<file path="src/rtl/player_controller.sv">
//==============================================================================
// Module   : player_controller
// Purpose  : Player sprite position/colour owner; steps one pixel per press,
//            honouring obstacle block flags and screen edges.
//            Define PLAYER_WRAP_EN for screen-edge wrap-around (default: clamp).
// Revision : 1.0 - initial release
//==============================================================================
`default_nettype none

module player_controller #(
    parameter int H_RES      = 640,
    parameter int V_RES      = 480,
    parameter int PWIDTH     = 12,
    parameter int PHEIGHT    = 12,
    parameter int H_START    = 314,
    parameter int V_START    = 234,
    parameter int SETTLE_CYC = 2,
    parameter int NUM_COLORS = 4
) (
    input  logic        btnClk,
    input  logic        rst_n,
    input  logic [3:0]  btns,
    input  logic        btnC,
    input  logic        upEnable,
    input  logic        downEnable,
    input  logic        leftEnable,
    input  logic        rightEnable,
    output logic [31:0] player_hPos,
    output logic [31:0] player_vPos,
    output logic [3:0]  player_color,
    output logic        moving,
    output logic [15:0] step_count
);

    typedef enum logic [1:0] {
        S_IDLE   = 2'd0,
        S_STEP   = 2'd1,
        S_SETTLE = 2'd2
    } state_t;

    localparam logic [3:0]  c_UP    = 4'd8;
    localparam logic [3:0]  c_DOWN  = 4'd4;
    localparam logic [3:0]  c_RIGHT = 4'd2;
    localparam logic [3:0]  c_LEFT  = 4'd1;
    localparam logic [31:0] c_H_MAX = 32'(H_RES - PWIDTH);
    localparam logic [31:0] c_V_MAX = 32'(V_RES - PHEIGHT);
    localparam logic [3:0]  c_COLOR_MAX = 4'(NUM_COLORS - 1);
    localparam int          c_CW = (SETTLE_CYC > 1) ? $clog2(SETTLE_CYC) : 1;
    localparam logic [c_CW-1:0] c_SETTLE_LOAD = c_CW'(SETTLE_CYC - 1);
`ifdef PLAYER_WRAP_EN
    localparam bit c_WRAP = 1'b1;
`else
    localparam bit c_WRAP = 1'b0;
`endif

    state_t            r_state;
    state_t            w_state_next;
    logic [3:0]        r_dir;
    logic [c_CW-1:0]   r_settle_cnt;
    logic [31:0]       r_hpos;
    logic [31:0]       r_vpos;
    logic [31:0]       w_hpos_next;
    logic [31:0]       w_vpos_next;
    logic [3:0]        r_color;
    logic              r_btnc_q;
    logic [15:0]       r_step_count;
    logic              w_room_up;
    logic              w_room_down;
    logic              w_room_left;
    logic              w_room_right;
    logic              w_btn_ok;

    // Without wrap, a screen edge behaves exactly like an obstacle block flag.
    assign w_room_up    = c_WRAP || (r_vpos != 32'd0);
    assign w_room_down  = c_WRAP || (r_vpos <  c_V_MAX);
    assign w_room_left  = c_WRAP || (r_hpos != 32'd0);
    assign w_room_right = c_WRAP || (r_hpos <  c_H_MAX);

    always_comb begin
        w_btn_ok = 1'b0;
        case (btns)
            c_UP:    w_btn_ok = !upEnable    && w_room_up;
            c_DOWN:  w_btn_ok = !downEnable  && w_room_down;
            c_RIGHT: w_btn_ok = !rightEnable && w_room_right;
            c_LEFT:  w_btn_ok = !leftEnable  && w_room_left;
            default: w_btn_ok = 1'b0;
        endcase
    end

    always_comb begin
        w_hpos_next = r_hpos;
        w_vpos_next = r_vpos;
        case (r_dir)
            c_UP:    w_vpos_next = (r_vpos == 32'd0)   ? c_V_MAX : r_vpos - 32'd1;
            c_DOWN:  w_vpos_next = (r_vpos >= c_V_MAX) ? 32'd0   : r_vpos + 32'd1;
            c_RIGHT: w_hpos_next = (r_hpos >= c_H_MAX) ? 32'd0   : r_hpos + 32'd1;
            c_LEFT:  w_hpos_next = (r_hpos == 32'd0)   ? c_H_MAX : r_hpos - 32'd1;
            default: ;
        endcase
    end

    always_ff @(posedge btnClk or negedge rst_n) begin
        if (!rst_n) r_state <= S_IDLE;
        else        r_state <= w_state_next;
    end

    always_comb begin
        w_state_next = r_state;
        case (r_state)
            S_IDLE:   if (w_btn_ok) w_state_next = S_STEP;
            S_STEP:   w_state_next = S_SETTLE;
            S_SETTLE: begin
                if (r_settle_cnt == '0)
                    w_state_next = ((btns == r_dir) && w_btn_ok) ? S_STEP : S_IDLE;
            end
            default:  w_state_next = S_IDLE;
        endcase
    end

    always_ff @(posedge btnClk or negedge rst_n) begin
        if (!rst_n) begin
            r_dir        <= 4'd0;
            r_settle_cnt <= '0;
            r_hpos       <= 32'(H_START);
            r_vpos       <= 32'(V_START);
            r_step_count <= 16'd0;
            r_color      <= 4'd0;
            r_btnc_q     <= 1'b0;
        end else begin
            if (r_state == S_IDLE && w_btn_ok)
                r_dir <= btns;
            if (r_state == S_STEP) begin
                r_hpos       <= w_hpos_next;
                r_vpos       <= w_vpos_next;
                r_step_count <= r_step_count + 16'd1;
                r_settle_cnt <= c_SETTLE_LOAD;
            end else if (r_state == S_SETTLE && r_settle_cnt != '0) begin
                r_settle_cnt <= r_settle_cnt - 1'b1;
            end
            r_btnc_q <= btnC;
            if (btnC && !r_btnc_q)
                r_color <= (r_color >= c_COLOR_MAX) ? 4'd0 : r_color + 4'd1;
        end
    end

    assign player_hPos  = r_hpos;
    assign player_vPos  = r_vpos;
    assign player_color = r_color;
    assign moving       = (r_state != S_IDLE);
    assign step_count   = r_step_count;

endmodule

`default_nettype wire

</file>
<file path="config.mk">
export PLATFORM = sky130hd
export DESIGN_NAME = player_controller
export DESIGN_NICKNAME = d
export VERILOG_FILES = /design/src/rtl/player_controller.sv
export SDC_FILE = /design/constraint.sdc
export NUM_CORES = 1
export LEC_CHECK = 0
export BUFFER_PORTS_ARGS = -buffer_cell sky130_fd_sc_hd__buf_2
export CAP_MARGIN = 20
export CORE_ASPECT_RATIO = 1.1
export CORE_UTILIZATION = 40
export DETAILED_ROUTE_END_ITERATION = 10
export PLACE_DENSITY = 0.62
export SETUP_SLACK_MARGIN = 0.3
export SLEW_MARGIN = 20
export SYNTH_ARGS = -nofsm -noshare
export SYNTH_HDL_FRONTEND = slang
export SYNTH_SLANG_ARGS = --single-unit
</file>
<file path="constraint.sdc">
create_clock -name btnClk -period 3.45 [get_ports btnClk]
set_input_delay 0.1725 -clock btnClk [delete_from_list [all_inputs] [get_ports btnClk]]
set_output_delay 0.1725 -clock btnClk [all_outputs]
set_load 0.01 [all_outputs]
</file>
Yosys cells after proc, flatten, opt, wreduce, memory -nomap -nowiden
Cells that the tools add are included.

Add/sub/neg operators: 7. Equality and inequality tests: 13. Reductions and logical operators: 25. Multiplexer cells: 14. Magnitude comparators: 5.

Operators with widths (count): 32-bit 2-to-1 mux (4); 32-bit one-hot mux with 2 select lines (2); 32-bit by 1-bit adder with 32-bit output (second input constant) (2); 32-bit logical NOT (2); 32-bit nonzero test (2); 32-bit by 1-bit subtractor with 32-bit output (second input constant) (2); 32-bit by 10-bit greater-or-equal comparator with 1-bit output (second input constant) (1); 32-bit by 9-bit greater-or-equal comparator with 1-bit output (second input constant) (1); 32-bit by 10-bit less-than comparator with 1-bit output (second input constant) (1); 32-bit by 9-bit less-than comparator with 1-bit output (second input constant) (1); 16-bit by 1-bit adder with 16-bit output (second input constant) (1); 4-bit by 1-bit equality test with 1-bit output (second input constant) (2); 4-bit by 2-bit equality test with 1-bit output (second input constant) (2); 4-bit by 3-bit equality test with 1-bit output (second input constant) (2); 4-bit equality test (second input constant) (2); 1-bit logical AND (8); 2-bit nonzero test (4); 2-bit one-hot mux with 3 select lines (1); 2-bit AND reduction (3); 1-bit logical NOT (5); 4-bit by 1-bit adder with 4-bit output (second input constant) (1); 4-bit equality test (1); 4-bit by 2-bit greater-or-equal comparator with 1-bit output (second input constant) (1); 2-bit 2-to-1 mux (2); 8 further kinds (11).

Input bits: 11. Register bits: 92. Word-level logic and storage cells: 72.

Longest topological paths before layout
Gate-level depths: netlist of run 1.

Depth after elaboration: 7. Depth in mapped cells: 9. Mapped depth without buffers: 8.

Worst setup path before layout of run 1
OpenSTA, ideal clock, no wires.

Path type: reg-to-reg. From: register r_hpos[0] (netlist: player_hPos[0]). To: register r_state[0]. Period minus slack after synthesis: 2528 ps. Data required time: 3318 ps. Stages on the path, launching flop included: 10. Setup slack: 922 ps. Data arrival time: 2396 ps. Cells stage by stage: dfrtp_1 > inv_1 > ha_1 > or4b_1 > clkbuf_1 > nor4_1 > nand3b_2 > nor3b_1 > nor4_1 > a211oi_1.

Cells in the longest elaborated chain, start to end: 7. Elaborated cells on any way between the ends: 11. Classes of those cells: order compare: 1; eq/ne: 1; mux: 4; reduce/logical: 5.

Ends and longest elaborated chain: from (decl) (RTL line 60) `logic [31:0] r_hpos;`; from (signal assigned) (RTL line 124) `r_hpos <= 32'(H_START);`; from (signal assigned) (RTL line 133) `r_hpos <= w_hpos_next;`; 32-bit by 10-bit less-than comparator with 1-bit output or 32-bit nonzero test (tied branches) (RTL line 77, 76); 1-bit logical AND, on equally long branches (RTL line 84, 85); 1-bit one-hot mux with 4 select lines (*) (RTL line 81) `case (btns)`; 1-bit logical AND (RTL line 114) `w_state_next = ((btns == r_dir) && w_btn_ok) ? S_STEP : S_IDLE;`; 1-bit 2-to-1 mux (RTL line 114); 2-bit 2-to-1 mux (RTL line 113) `if (r_settle_cnt == '0)`; 2-bit one-hot mux with 3 select lines (RTL line 109) `case (r_state)`; to (signal assigned) (RTL line 104) `else r_state <= w_state_next;`; to (decl) (RTL line 56) `state_t r_state;`.

Every way passes the cells marked *; elsewhere a longest branch is shown, timed or not. The select of a mux whose other input is x is not followed. A chain may end at the register's enable or synchronous reset.

Final worst setup path of run 1
From: register r_hpos[0] (netlist: player_hPos[0]). To: register r_dir[1].

Cells in the longest elaborated chain, start to end: 4. Elaborated cells on any way between the ends: 6. Classes of those cells: order compare: 1; mux: 1; reduce/logical: 4.

Ends and longest elaborated chain: 32-bit by 10-bit less-than comparator with 1-bit output or 32-bit nonzero test (tied branches) (RTL line 77, 76); 1-bit logical AND, on equally long branches (RTL line 84, 85); 1-bit one-hot mux with 4 select lines (*) (RTL line 81); 1-bit logical AND (*) (RTL line 130) `if (r_state == S_IDLE && w_btn_ok)`; to (signal assigned) (RTL line 131) `r_dir <= btns;`; to (decl) (RTL line 58) `logic [3:0] r_dir;`.

Every way passes the cells marked *; elsewhere a longest branch is shown, timed or not.

==> results of run 1 <==
==> layer usage <==
layer	vias up	GRT usage	wire [um]
li1	2749	-	-
met1	2827	0.284	7280
met2	242	0.376	8300
met3	35	0.0256	939
met4	0	0.110	426
met5	-	0	0
==> cell usage after synthesis, types with 3 or more instances <==
| master | number | area, um2 |
|---|---|---|
| and2_1 | 5 | 31.3 |
| nor4_4 | 3 | 63.8 |
| or3_1 | 7 | 43.8 |
| clkbuf_1 | 33 | 124 |
| nand2b_1 | 3 | 18.8 |
| a22o_1 | 6 | 52.6 |
| nand4b_1 | 3 | 26.3 |
| mux2i_1 | 4 | 40.0 |
| a21oi_1 | 28 | 140 |
| or4b_2 | 4 | 40.0 |
| nand4_1 | 28 | 175 |
| inv_1 | 10 | 37.5 |
| dfrtp_1 | 82 | 2050 |
| nor2_1 | 82 | 308 |
| nand3b_1 | 6 | 45.0 |
| o21ai_0 | 48 | 240 |
| nand2_1 | 67 | 251 |
| nor4_1 | 26 | 163 |
| a31oi_1 | 4 | 25.0 |
| ha_1 | 7 | 87.6 |
| a211oi_1 | 5 | 37.5 |
| or4_4 | 3 | 33.8 |
| nor4b_1 | 3 | 26.3 |
| o31ai_1 | 11 | 82.6 |
| and3_1 | 14 | 87.6 |
| dfstp_2 | 10 | 263 |
| nor3b_1 | 5 | 37.5 |
| xnor2_1 | 38 | 333 |
| buf_2 | 8 | 40.0 |
| o32ai_1 | 4 | 35.0 |
| nand3_1 | 32 | 160 |
| xor2_1 | 16 | 140 |
| nor3_1 | 27 | 135 |
| or2_2 | 4 | 25.0 |
| or4_1 | 13 | 97.6 |
| a22oi_1 | 3 | 22.5 |
==> per-stage QoR <==
step | cells | setup WS, ns | power (uW) | hold WS [ns]
2_1_floorplan | 702 | 0.922 | 3090 | -0.123
5_1_grt | 974 | 0.409 | 5050 | 0.221
3_5_place_dp | 956 | 0.627 | 3740 | 0.130
4_1_cts | 974 | 0.623 | 4740 | 0.190
6_report | 974 | 0.572 | 4730 | 0.198
3_3_place_gp | 956 | 0.758 | 3700 | 0.119
==> placed cells by master (no fill, tap or decap), types with 6 or more instances in the layout <==
| cell type | count |
|---|---|
| a21oi_1 | 28 |
| a22o_1 | 6 |
| and3_1 | 14 |
| buf_2 | 94 |
| buf_4 | 12 |
| clkbuf_16 | 9 |
| dfrtp_1 | 82 |
| dfstp_2 | 10 |
| ha_1 | 7 |
| inv_1 | 10 |
| nand2_1 | 67 |
| nand3_1 | 32 |
| nand3b_1 | 6 |
| nand4_1 | 28 |
| nor2_1 | 82 |
| nor3_1 | 27 |
| nor4_1 | 26 |
| o21ai_0 | 48 |
| o31ai_1 | 11 |
| or3_1 | 7 |
| or4_1 | 13 |
| xnor2_1 | 38 |
| xor2_1 | 16 |
==> logic make-up (layout without fill, tap and decap cells) <==
logic type                 count (synthesis)  count (layout)  share of synthesized area
DFF                                       92              92                      0.384
and+or+nand+nor                          351             351                      0.323
muxes                                      6               6                     0.0104
buffers and inverters                     54             134                     0.0372
xor gates and xnor gates                  54              54                     0.0785
AOI/OAI and AO/OA                        137             137                      0.151
adders and majority gates                  8               8                     0.0162
==> worst min-delay path, cell delays in order <==
cell and delay [ns]:
buf_2 0.13, xnor2_1 0.08, nand4_1 0.06, a211oi_1 0.06
==> sequential cells by signal, indices dropped and copies added (netlist names) <==
signal and cells:
player_color 4, player_hPos 32, player_vPos 32, r_btnc_q 1, r_dir 4, r_settle_cnt 1, r_state 2, step_count 16
==> area by class of cell <==
type / instances / area (um2) / area share
Inverter: 10 / 37.5 / 0.00539
Sequential cell: 92 / 2310 / 0.332
Clock inverter: 7 / 62.6 / 0.00898
Multi-Input combinational cell: 556 / 3500 / 0.503
Clock buffer: 9 / 225 / 0.0323
Timing Repair Buffer: 108 / 581 / 0.0834
Tap cell: 192 / 240 / 0.0345
==> power by group <==
part / switching, uW / leakage, uW / internal (uW)
Clock: 476 / 0.000139 / 506
Sequential: 511 / 0.00120 / 1340
Combinational: 1110 / 0.00167 / 796
Total: 2090 / 0.00301 / 2640
==> worst min path at each step <==
| stage | to | depth (start not counted) | slack [ns] | startpoint |
|---|---|---|---|---|
| 6_report | r_state[0] | 4 | 0.20 | btns[0] |
| 3_3_place_gp | step_count[8] | 1 | 0.12 | rst_n |
| 3_5_place_dp | step_count[8] | 1 | 0.13 | rst_n |
| 2_1_floorplan | player_color[0] | 0 | -0.12 | rst_n |
| 4_1_cts | r_state[0] | 4 | 0.19 | btns[0] |
| 5_1_grt | r_state[0] | 4 | 0.22 | btns[0] |
==> timing repair <==
action                                  in CTS  in global routing
hold buffers                                 2                  0
endpoints found under the setup margin       0                  0
endpoints found under the hold margin       23                  0
==> flow_metrics.py, run 1 <==
metrics = {
    "worst_setup_path": {
        "crit_path_start_kind": "flip-flop",
        "reg2reg_to": "r_dir[1]",
        "reg2reg_from": "player_hPos[0]",
        "crit_arrival_ns": 3.17,
        "cp_max_fo": 9,
        "cp.required_ns": 3.75,
        "crit_path_cell_trace": "inv_1 > ha_1 > or4b_1 > nor4_1 > nand3b_2 > nor3b_1 > o31ai_1 > a22o_1",
        "cpMaxStageDelayCell": "or4b_1",
        "cp_top_family": "simple AND/OR/NAND/NOR gates",
        "critical_path.endpoint_type": "flip-flop",
        "r2r_slack_ns": 0.57,
        "startpoint": "player_hPos[0]",
        "reg2reg_depth": 8,
        "slowest_delay_ns": 0.60,
        "criticalPathCategory": "reg -> reg",
        "path_depth": 8,
        "path_buf_inv": 1,
        "critical_path.endpoint": "r_dir[1]",
    },
    "grt": {
        "antenna_found_initial": 0,
        "grt_util_all_layers": 0.222,
        "grt-ovfl-total": 0,
        "grt_pass1_wl_mm": 27.6,
        "grt_max_degree": 34,
        "first_global_vias": 5449,
    },
    "detailed_routing": {
        "ant_nets": 0,
        "wl_per_cell_um": 17.4,
        "drt_pass1_iterations": 5,
        "viasPerCell": 6.01,
        "vias": 5853,
        "wl_mm": 16.9,
        "remaining_drc_errors": 0,
        "drtIter0Drc": 416,
    },
    "clock_tree": {
        "cts_sinks": 92,
        "cts_resized": 0,
        "cts_tree": "built",
        "numCtsBuffers": 9,
        "cts_max_level": 3,
        "cts_setup_buffers": 0,
        "clk_latency_ns": 0.35,
        "clockBufferDepth": 2,
        "clkSlewWorstSetupHoldPaths_ns": 0.08,
        "cts-root-buf": "clkbuf_16",
    },
    "cells_and_area": {
        "utilization": 0.478,
        "syn_to_final_growth_pct": 15.6,
        "final_cell_area_um2": 6960,
        "layout-drive-gt1-share": 0.208,
        "diodes": 0,
        "nets": 795,
        "n_fill_cell": 1428,
    },
    "sta": {
        "finalMaxSlewViolations": 0,
        "rsz0062_at_grt": "false",
        "fmax_mhz": 347,
        "tns_ns": 0,
        "fin_skew_ns": 0.0115,
        "finalHoldViolCount": 0,
        "fin_crit_ns": 2.88,
        "setup_viol": 0,
        "worst_slew_pin_slew_ns": 1.09,
        "relSlewSlack": 0.272,
        "min_period_over_period": 0.834,
    },
    "synth": {
        "ys_ff_latch": 92,
        "postSynth.asyncResetShare": 1.00,
        "synth-edff-count": 0,
        "syn_nets": 720,
        "ys_types": 75,
        "avgSynthCellArea_um2": 8.58,
        "ys.flop_type": "dfrtp_1",
        "synthCells": 702,
        "yosys_warnings": 0,
        "ys_seq_area_frac": 0.384,
        "syn-cell-area_um2": 6030,
    },
    "placement": {
        "port_buffers": 95,
        "place_area_um2": 6660,
        "place_congestion": 0.930,
        "place_hpwl_mm": 12.1,
    },
    "die": {
        "die_area_um2": 15600,
        "ios": 96,
        "chipWidth_um": 119,
        "die-height_um": 131,
        "start_util": 0.414,
        "core-area_um2": 14600,
        "rows": 46,
    },
    "hold_path": {
        "hp-class": "in -> reg",
    },
    "run_status": {
        "status": "complete, no violations",
    },
    "pwr": {
        "peakVddDrop_mv": 0.403,
        "power.density_nw_per_um2": 680,
        "p_leak_uw": 0.00301,
    },
    "job": {
        "cap_violations": 0,
    },
}
No activity file was read; power rests on OpenSTA's default activity.
==> run 2, diff against run 1 <==
- clock period: 3.45 -> 3 ns (I/O delays scaled with it)
==> flow_metrics.py, run 2 (same netlist as run 1, synthesis figures left out) <==
metrics = {
    "detailed_routing": {
        "vias": 5912,
        "wl_met2_mm": 8.59,
        "drt_pass1_iterations": 5,
        "remaining_drc_errors": 0,
        "wl_per_cell_um": 17.6,
        "met1_length_mm": 7.45,
        "viasPerCell": 5.93,
        "top_layer": "met4",
        "wl_met3_mm": 1.02,
        "ant_nets": 0,
        "wl_mm": 17.5,
        "drtIter0Drc": 377,
    },
    "hold_path": {
        "min_from": "btns[0]",
        "hp-class": "in -> reg",
        "hold_depth": 4,
        "min_to": "r_state[0]",
    },
    "die": {
        "chipWidth_um": 119,
        "die-height_um": 131,
        "die_area_um2": 15600,
        "core-area_um2": 14600,
        "rows": 46,
        "start_util": 0.414,
        "ios": 96,
    },
    "worst_setup_path": {
        "reg2reg_to": "r_state[0]",
        "path_common_cell": "or4_4",
        "startpoint": "player_vPos[18]",
        "critical_path.endpoint_type": "flip-flop",
        "reg2reg_depth": 6,
        "cpMaxStageDelayCell": "or4_4",
        "r2r_slack_ns": 0.39,
        "slowest_delay_ns": 0.61,
        "crit_path_start_kind": "flip-flop",
        "cp_max_fo": 7,
        "reg2reg_from": "player_vPos[18]",
        "crit_path_cell_trace": "or4_4 > nand4b_4 > or4_4 > and3_4 > nor4_1 > a211oi_1",
        "crit_arrival_ns": 2.83,
        "criticalPathCategory": "reg -> reg",
        "cp.required_ns": 3.22,
    },
    "sta": {
        "finalMaxSlewViolations": 0,
        "finalHoldViolCount": 0,
        "fin_crit_ns": 2.61,
        "relSlewSlack": 0.441,
        "fin_skew_ns": 0.0107,
        "worst_slew_pin_slew_ns": 0.838,
        "min_period_over_period": 0.870,
        "fmax_mhz": 383,
        "tns_ns": 0,
        "setup_viol": 0,
        "worst_slack_ns": 0.391,
        "rsz0062_at_grt": "false",
    },
    "placement": {
        "place_hpwl_mm": 12.5,
        "pre_cts_ws_ns": 0.314,
        "port_buffers": 95,
        "place_congestion": 0.891,
    },
    "clock_tree": {
        "cts_sinks": 92,
        "cts_max_level": 3,
        "clockBufferDepth": 2,
        "clk_latency_ns": 0.35,
        "cts-root-buf": "clkbuf_16",
        "numCtsBuffers": 9,
        "clkSlewWorstSetupHoldPaths_ns": 0.07,
        "cts_tree": "built",
    },
    "grt": {
        "first_global_vias": 5658,
        "grt_util_all_layers": 0.230,
        "grt-ovfl-total": 0,
        "antenna_found_initial": 0,
        "grt_max_degree": 65,
        "grt_pass1_wl_mm": 28.6,
    },
    "cells_and_area": {
        "n_fill_cell": 1368,
        "final_cell_mix": "buf_2 (94), dfrtp_1 (82), nor2_1 (81)",
        "diodes": 0,
        "nets": 818,
        "layout-drive-gt1-share": 0.241,
        "final_common_cell": "buf_2",
        "syn_to_final_growth_pct": 19.3,
    },
    "pwr": {
        "power.density_nw_per_um2": 781,
        "peakVddDrop_mv": 0.469,
        "p_leak_uw": 0.00313,
    },
    "run_status": {
        "status": "complete, no violations",
    },
    "job": {
        "cap_violations": 0,
    },
}
## run 2: worst max path at each step
| stage | endpoint | slack [ns] | cells past startpoint |
|---|---|---|---|
| 2_1_floorplan | r_state[0] | 0.47 | 9 |
| 3_3_place_gp | r_dir[2] | 0.43 | 6 |
| 3_5_place_dp | r_state[0] | 0.31 | 8 |
| 4_1_cts | r_state[0] | 0.32 | 8 |
| 5_1_grt | r_state[0] | 0.29 | 8 |
| 6_report | r_state[0] | 0.39 | 6 |
## run 2: repair_timing
| item | 4_1_cts | 5_1_grt |
|---|---|---|
| hold buffers | 2 | 0 |
| resized for setup | 0 | 8 |
| setup buffers | 0 | 9 |
| setup endpoints to repair | 0 | 33 |
| endpoints found under the hold margin | 59 | 0 |
## run 2: metrics by stage
stage	util	instances	hold WS [ns]	total power, uW	cell area (um2)
2_1_floorplan	-	702	-0.146	3550	6030
3_3_place_gp	0.464	970	0.273	4360	6760
3_5_place_dp	0.464	970	0.279	4420	6760
4_1_cts	0.485	988	0.170	5540	7070
5_1_grt	0.494	997	0.215	5960	7190
6_report	0.494	997	0.181	5610	7190
## run 2: critical path: cells and delay by family (launching register included)
kind	cells	cell delay [ns]
DFF	1	0.46
and+or+nand+nor	5	1.96
AOI/OAI and AO/OA	1	0.09
## run 2: report_power, final
part	internal, uW	switching [uW]
sequential	1540	539
combinational	1030	1410
clock	591	509
total	3160	2460
## run 2: cell type report
class                      instances  area [um2]  area share
sequential                        92        2310       0.322
clock buffer                      10         239      0.0332
multi-input combinational        556        3540       0.493
timing repair buffer             131         766       0.107
inverter                          10        37.5     0.00522
tap                              192         240      0.0334
clock inverter                     6        47.5     0.00661
## run 2: routing by layer
| layer | GRT usage | vias up |
|---|---|---|
| met3 | 0.0343 | 38 |
| met1 | 0.292 | 2865 |
| met4 | 0.118 | 0 |
| met2 | 0.383 | 216 |
| met5 | 0 | - |
| li1 | - | 2793 |
==> run 3, diff against run 2 <==
- CORE_ASPECT_RATIO: 1.1 -> unset
- CORE_MARGIN: unset -> 1.5
- CORE_UTILIZATION: 40 -> 58
- PLACE_DENSITY: 0.62 -> 0.83
==> flow_metrics.py, run 3 (same netlist as run 1, synthesis figures left out) <==
metrics = {
    "placement": {
        "place_hpwl_mm": 12.2,
        "place_congestion": 0.963,
        "port_buffers": 95,
        "pre_cts_ws_ns": 0.232,
    },
    "clock_tree": {
        "clkSlewWorstSetupHoldPaths_ns": 0.11,
        "clockBufferDepth": 2,
        "cts_sinks": 92,
        "cts_tree": "built",
        "cts_max_level": 3,
        "clk_latency_ns": 0.38,
        "cts-root-buf": "clkbuf_8",
        "numCtsBuffers": 9,
    },
    "detailed_routing": {
        "viasPerCell": 6.48,
        "vias": 6075,
        "drtIter0Drc": 543,
        "wl_mm": 17.0,
        "remaining_drc_errors": 0,
        "drt_pass1_iterations": 5,
        "wl_per_cell_um": 18.2,
        "ant_nets": 0,
    },
    "worst_setup_path": {
        "r2r_slack_ns": 0.37,
        "crit_arrival_ns": 2.95,
        "cp.required_ns": 3.32,
        "reg2reg_to": "r_dir[2]",
        "criticalPathCategory": "reg -> reg",
        "reg2reg_from": "player_vPos[5]",
        "cp_max_fo": 15,
        "reg2reg_depth": 6,
        "critical_path.endpoint_type": "flip-flop",
        "crit_path_start_kind": "flip-flop",
    },
    "run_status": {
        "status": "complete, no violations",
    },
    "sta": {
        "finalHoldViolCount": 0,
        "fmax_mhz": 380,
        "min_period_over_period": 0.876,
        "finalMaxSlewViolations": 0,
        "worst_slack_ns": 0.371,
        "setup_viol": 0,
        "fin_crit_ns": 2.63,
        "fin_skew_ns": 0.0152,
        "hold_slack_ns": 0.148,
        "worst_slew_pin_slew_ns": 0.790,
        "rsz0062_at_grt": "true",
        "relSlewSlack": 0.473,
        "tns_ns": 0,
    },
    "cells_and_area": {
        "layout-drive-gt1-share": 0.239,
        "nets": 815,
        "n_fill_cell": 856,
        "final_cell_mix": "buf_2 (94), nor2_1 (81), dfrtp_1 (81)",
        "syn_to_final_growth_pct": 16.8,
        "utilization": 0.691,
        "final-seq-area_um2": 2320,
        "final_common_cell": "buf_2",
        "diodes": 0,
        "multi_input_area_um2": 3540,
    },
    "die": {
        "start_util": 0.592,
        "die_area_um2": 11000,
        "chipWidth_um": 105,
        "core-area_um2": 10200,
        "die-height_um": 105,
        "rows": 37,
        "ios": 96,
    },
    "hold_path": {
        "min_from": "btns[0]",
        "hold_depth": 4,
        "min_to": "r_state[0]",
        "hp-class": "in -> reg",
    },
    "pwr": {
        "p_leak_uw": 0.00309,
        "power.density_nw_per_um2": 772,
        "peakVddDrop_mv": 0.611,
        "totalPowerFinal_uw": 5430,
    },
    "grt": {
        "antenna_found_initial": 0,
        "grt_util_all_layers": 0.318,
        "grt-ovfl-total": 0,
        "grt_pass1_wl_mm": 28.1,
        "grt_max_degree": 60,
        "first_global_vias": 5664,
    },
    "job": {
        "cap_violations": 0,
    },
}
[run 3: critical path, stage by stage (launching register included)]
cell and delay, ns:
dfstp_2 0.46, nor4_1 0.64, nand3_1 0.31, or4_4 0.53
and3_4 0.22, o31ai_1 0.24, a22o_1 0.17
[run 3: repair_timing]
| action | 4_1_cts | 5_1_grt |
|---|---|---|
| setup buffers | 3 | 3 |
| hold buffers | 2 | 0 |
| resized for setup | 0 | 10 |
| pin swaps | 1 | 3 |
| hold endpoints to repair | 49 | 0 |
| endpoints found under the setup margin | 18 | 33 |
[run 3: per-layer routing]
metal,global-route usage,routed length (um),up-vias
met5,0,0,-
met4,0.121,356,0
met3,0.0624,1410,40
met2,0.495,8090,279
met1,0.437,7170,2972
li1,-,-,2784
[run 3: worst max-delay path by stage]
stage,depth (start not counted),from,end
after floorplan,9,player_hPos[0],r_state[0]
after global placement,8,player_hPos[0],r_state[0]
after detailed placement,8,player_hPos[0],r_state[0]
after CTS,9,player_hPos[0],r_state[0]
after global routing,8,player_vPos[0],player_vPos[26]
final,6,player_vPos[5],r_dir[2]
[run 3: per-stage QoR]
step                area, um2  instances
finish                   7040        938
global route             7040        938
CTS                      6950        935
detailed placement       6680        914
global placement         6680        914
floorplan                6030        702
[run 3: cell type report]
| cell class | instances | share of cell area |
|---|---|---|
| clock buffers | 9 | 0.0176 |
| flip-flops and latches | 92 | 0.329 |
| well taps | 136 | 0.0242 |
| inverters | 10 | 0.00533 |
| repair buffers | 128 | 0.106 |
| clock inverters | 7 | 0.0149 |
| multi-input cells | 556 | 0.503 |
[run 3: power by group]
| part | leakage (uW) | internal, uW | total [uW] | switching (uW) |
|---|---|---|---|---|
| Sequential | 0.00120 | 1540 | 2070 | 534 |
| Clock | 0.000113 | 484 | 986 | 502 |
| Combinational | 0.00177 | 999 | 2380 | 1380 |
| Total | 0.00309 | 3020 | 5430 | 2410 |
